File: src/rtl/gen_fifo_defines_pkg.sv
// gen_fifo_defines_pkg: shared types and widths for the generator run sequencer.
//   SEQ_CNT_W   : default sample counter width
//   seq_state_t : sequencer FSM states
package gen_fifo_defines_pkg;
    parameter int SEQ_CNT_W = 16;
    typedef enum logic [2:0] {S_IDLE, S_CFG, S_RUN, S_PAUSE, S_DONE} seq_state_t;
endpackage

File: src/rtl/gen_seq_counter.sv
// gen_seq_counter: loadable down-counter with zero flag, saturating at zero.
//   clk, rst   : clock, asynchronous active-low reset
//   load       : load load_val (wins over dec)
//   dec        : decrement by one while non-zero
//   cnt, zero  : current value and cnt==0 flag
module gen_seq_counter #(
    parameter int W = 3
) (
    input  logic         clk,
    input  logic         rst,
    input  logic         load,
    input  logic         dec,
    input  logic [W-1:0] load_val,
    output logic [W-1:0] cnt,
    output logic         zero
);
    always_ff @(posedge clk or negedge rst)
        if (!rst) cnt <= '0;
        else if (load) cnt <= load_val;
        else if (dec && !zero) cnt <= cnt - W'(1);
    assign zero = cnt == '0;
endmodule

File: src/rtl/gen_run_sequencer.sv
// gen_run_sequencer: sequences one generator run (config, generate N samples, done).
//   clk, rst              : clock, asynchronous active-low reset
//   start_i, abort_i      : host run control
//   num_samples_i         : run length, latched on accepted start
//   gen_valid_i           : generator wrote a sample this cycle
//   fifo_afull_i/full_i   : FIFO back-pressure status
//   enh_conf_o, en_low_o  : generator FSM control
//   busy_o, done_o, aborted_o, overflow_o, sample_cnt_o : host status
module gen_run_sequencer
    import gen_fifo_defines_pkg::*;
#(
    parameter int CNT_W      = SEQ_CNT_W,
    parameter int CFG_CYCLES = 4
) (
    input  logic             clk,
    input  logic             rst,
    input  logic             start_i,
    input  logic             abort_i,
    input  logic [CNT_W-1:0] num_samples_i,
    input  logic             gen_valid_i,
    input  logic             fifo_afull_i,
    input  logic             fifo_full_i,
    output logic             enh_conf_o,
    output logic             en_low_o,
    output logic             busy_o,
    output logic             done_o,
    output logic             aborted_o,
    output logic             overflow_o,
    output logic [CNT_W-1:0] sample_cnt_o
);
    localparam int CFG_W = $clog2(CFG_CYCLES + 1);
    seq_state_t state, state_next;
    logic [CNT_W-1:0] target;
    logic [CFG_W-1:0] cfg_cnt;
    logic cfg_zero, accept, abort, cnt_en, last, cfg_load;
    assign accept   = state == S_IDLE && start_i;
    assign abort    = abort_i && state != S_IDLE;
    assign cnt_en   = state inside {S_CFG, S_RUN, S_PAUSE};
    assign last     = cnt_en && gen_valid_i && sample_cnt_o == target - CNT_W'(1);
    // cfg phase is (re)entered from IDLE on a non-empty start or on leaving a pause
    assign cfg_load = state_next == S_CFG && state != S_CFG;
    gen_seq_counter #(.W(CFG_W)) u_cfg_cnt (
        .clk      (clk),
        .rst      (rst),
        .load     (cfg_load),
        .dec      (state == S_CFG),
        .load_val (CFG_W'(CFG_CYCLES - 1)),
        .cnt      (cfg_cnt),
        .zero     (cfg_zero)
    );
    always_ff @(posedge clk or negedge rst)
        if (!rst) state <= S_IDLE;
        else state <= state_next;
    // completion beats pause, abort beats everything
    always_comb begin
        state_next = state;
        case (state)
            S_IDLE:  if (start_i) state_next = num_samples_i != '0 ? S_CFG : S_DONE;
            S_CFG:   state_next = last ? S_DONE : cfg_zero ? S_RUN : S_CFG;
            S_RUN:   state_next = last ? S_DONE : fifo_afull_i ? S_PAUSE : S_RUN;
            S_PAUSE: state_next = last ? S_DONE : fifo_afull_i ? S_PAUSE : S_CFG;
            default: state_next = S_IDLE;
        endcase
        if (abort) state_next = S_IDLE;
    end
    always_comb begin
        enh_conf_o = state == S_CFG;
        en_low_o   = state != S_RUN;
        busy_o     = state != S_IDLE;
        done_o     = state == S_DONE;
    end
    always_ff @(posedge clk or negedge rst)
        if (!rst) begin
            target       <= '0;
            sample_cnt_o <= '0;
            aborted_o    <= 1'b0;
            overflow_o   <= 1'b0;
        end else begin
            aborted_o <= abort;
            if (accept) target <= num_samples_i;
            if (accept) sample_cnt_o <= '0;
            else if (cnt_en && gen_valid_i && !abort_i && sample_cnt_o != target)
                sample_cnt_o <= sample_cnt_o + CNT_W'(1);
            overflow_o <= (overflow_o && !accept) || (gen_valid_i && fifo_full_i);
        end
endmodule

File: config.mk
export PLATFORM = sky130hd
export DESIGN_NAME = gen_run_sequencer
export DESIGN_NICKNAME = d
export VERILOG_FILES = /design/src/rtl/gen_fifo_defines_pkg.sv /design/src/rtl/gen_seq_counter.sv /design/src/rtl/gen_run_sequencer.sv
export SDC_FILE = /design/constraint.sdc
export NUM_CORES = 1
export LEC_CHECK = 0
export BUFFER_PORTS_ARGS = -buffer_cell sky130_fd_sc_hd__buf_2
export CORE_ASPECT_RATIO = 0.75
export CORE_UTILIZATION = 50
export CTS_BUF_LIST = sky130_fd_sc_hd__clkbuf_8 sky130_fd_sc_hd__clkbuf_16
export DETAILED_ROUTE_END_ITERATION = 12
export PLACE_DENSITY = 0.75
export SLEW_MARGIN = 0
export SYNTH_ARGS = -nofsm -noshare
export SYNTH_HDL_FRONTEND = slang
export SYNTH_HIERARCHICAL = 1
export SYNTH_SLANG_ARGS = --single-unit
File: constraint.sdc
create_clock -name clk -period 3.18 [get_ports clk]
set_input_delay 0.477 -clock clk [delete_from_list [all_inputs] [get_ports clk]]
set_output_delay 0.477 -clock clk [all_outputs]
set_load 0.05 [all_outputs]
==> impl_metrics.ini <==
[setup_path]
worst-setup-path-type = reg -> reg
cp-end-kind = flip-flop
crit_slowest_cell = or4b_1
critPathRequiredTime_ns = 3.40
critPathLaunchType = flip-flop
crit_family = simple AND/OR/NAND/NOR gates
slowest_delay_ns = 0.59
cp_num_buf_inv = 1
worstPathArrival_ns = 3.38
crit_chain = inv_1, ha_2, or4b_4, or4_4, a22oi_2, o2111ai_2, a211oi_2, o21ai_2, or4b_1, o211ai_2
cp_max_fo = 7

[logic_synthesis]
ys_warn_count = 6
yosysTopAreaCell = dfrtp_1
synth_most_common_cell = nand2_1
synth_cell_type_count = 55
yosysTopAreaCellShare_pct = 38.0
synth_commonest_cells = 55 x nand2_1, 40 x dfrtp_1, 19 x o21ai_0
synth_edf_count = 0
synth-seq-cells = 40
syn_area_per_cell_um2 = 8.45
ys_dominant_reg_cell = dfrtp_1
yosysSeqAreaShare_pct = 38.0
synth_area_leaders = dfrtp_1 38%, nand2_1 7.8%, xor2_1 5.0%
syn_area_um2 = 2640
postSynthCellCount = 312
async_flop_share_pct = 100

[die]
fp.dieH_um = 64.9
initial_utilization_pct = 52.9
die_w_um = 85.8
coreArea_um2 = 4980
io_pins = 45
num_rows = 22
dieArea_um2 = 5570

[cts]
hold_buffers = 0
cts.sinks = 40
clockBufferDepth = 2
cts_htree_levels = 2
clkTransAtPathRegs_ns = 0.08
cts_made_buffers = 5
clk_latency_ns = 0.30
clk_root_buffer_cell = clkbuf_8
cts_tree = built

[routing]
drc_errors = 0
wire_per_inst_um = 15.6
dr.pass1.iters = 4
drtIter0Drc = 218
routed_wl_mm = 6.77
vias = 2531
ant_nets = 0
drt-vias-per-instance = 5.85

[place]
dpl.hpwl_mm = 4.86
dp.cells = 421
port_buffers = 44
gp_congestion = 0.890

[pwr]
p_seq_share_pct = 34.3
p_clk_share_pct = 14.9
swShare_pct = 45.4
pwr-share-comb_pct = 50.8
power_density_nw_per_um2 = 801
p_int_mw = 1.36
p_switching_mw = 1.14
power.leakage_nw = 1.44
ir_drop_mv = 0.627

[timing]
period_share_pct = 99.4
setup_violations = 0
slew-limit-headroom_pct = 39.4
finalHoldViolCount = 0
fin_crit_ns = 3.16
hold_ws_ns = 0.311
tightestPinTransition_ns = 0.909
skew_ns = 0.00565
max_freq_mhz = 316
maxSlewViolCount = 0

[finish]
syn_to_final_growth_pct = 18.3
diodes = 0
nets = 388
fillers = 444
final_layout_size_suffix_gt1_share_pct = 21.9
stdcell_count = 433

[grt]
antenna_found_initial = 0
grt_pass1_vias = 2294
grt_pass1_wl_mm = 11.1
grt_start_max_net_pins = 41
grtUsageTotal_pct = 25.8
overflow = 0

[outcome]
status = finished, final reports clean

[flow_run]
cap_violations = 0

[min_path]
hold_class = in -> async
cell type report:
| class | instances | area (µm²) | share of cell area (%) |
|---|---|---|---|
| inverters | 13 | 48.8 | 1.57 |
| flip-flops and latches | 40 | 1000 | 32.1 |
| repair buffers | 59 | 333 | 10.7 |
| multi-input cells | 242 | 1550 | 49.7 |
| clock buffers | 7 | 96.3 | 3.09 |
| well taps | 72 | 90.1 | 2.89 |
metal layers:
layer  GRT usage [%]  routed length, µm  part of all wire, %
met4            7.71                130                  1.9
met1            38.1               3340                   49
met2            38.5               2920                   43
met3            4.33                386                  5.7
met5               0                  0                    0
per-stage QoR:
stage | cell area (µm²) | utilization, % | setup slack [ns] | power, mW | TNS, ns
floorplan | 2640 | - | 0.0248 | 1.71 | 0
global placement | 2960 | 59.4 | 0.219 | 2.01 | 0
detailed placement | 2960 | 59.4 | 0.0287 | 2.04 | 0
CTS | 3060 | 61.3 | 0.0261 | 2.42 | 0
global route | 3120 | 62.6 | -0.0359 | 2.67 | -0.0437
finish | 3120 | 62.6 | 0.0188 | 2.50 | 0
timing repair:
item | in CTS | in global routing
setup buffers | 0 | 5
resized for setup | 0 | 8
hold endpoints to repair | 0 | 0
setup endpoints to repair | 0 | 3
power by group through the flow:
stage	registers [mW]	clock network [mW]	logic [mW]
3_5_place_dp	0.855	0	1.19
3_3_place_gp	0.844	0	1.17
6_report	0.858	0.372	1.27
2_1_floorplan	0.840	0	0.871
5_1_grt	0.880	0.394	1.40
4_1_cts	0.847	0.379	1.19
path summary, 6_finish.rpt:
path	from	end	slack, ns	cells after the start
worst max-delay path	target[0]$_DFFE_PN0P_	u_cfg_cnt/cnt[0]$_DFFE_PN0P_	0.02	10
worst min-delay path	rst	sample_cnt_o[3]$_DFFE_PN0P_	0.31	1
worst max register to register	target[0]$_DFFE_PN0P_	u_cfg_cnt/cnt[0]$_DFFE_PN0P_	0.02	10
worst min register to register	overflow_o$_DFF_PN0_	overflow_o$_DFF_PN0_	0.51	1
max in group asynchronous	rst	target[0]$_DFFE_PN0P_	2.31	1
min in group clk	num_samples_i[13]	target[13]$_DFFE_PN0P_	0.39	3
flip-flops by register name, indices dropped and copies added (netlist names):
name,cells
overflow_o,1
aborted_o,1
target,16
state,3
sample_cnt_o,16
u_cfg_cnt/cnt,3
cells in the final DEF (no fill, tap or decap), types with 7 or more instances in the layout:
cell / n
xnor2_1: 10
nor2_1: 14
dfrtp_1: 40
nand4_1: 9
a21oi_1: 10
nor4_1: 10
buf_2: 44
xor2_1: 15
o21ai_0: 19
nand2_1: 55
or3_1: 10
nand3_1: 7
buf_4: 15
clkbuf_8: 7
inv_1: 13
logic make-up after synthesis:
logic type / Yosys count / synth area share [%]
buf+inv: 31 / 4.51
simple gates: 150 / 30.9
mux: 3 / 1.19
other cells: 2 / 0.285
compound gates: 56 / 14.0
flops: 40 / 38.0
xor+xnor: 26 / 9.16
fa+ha+maj: 4 / 1.90
(Power assumes the default switching activity.)
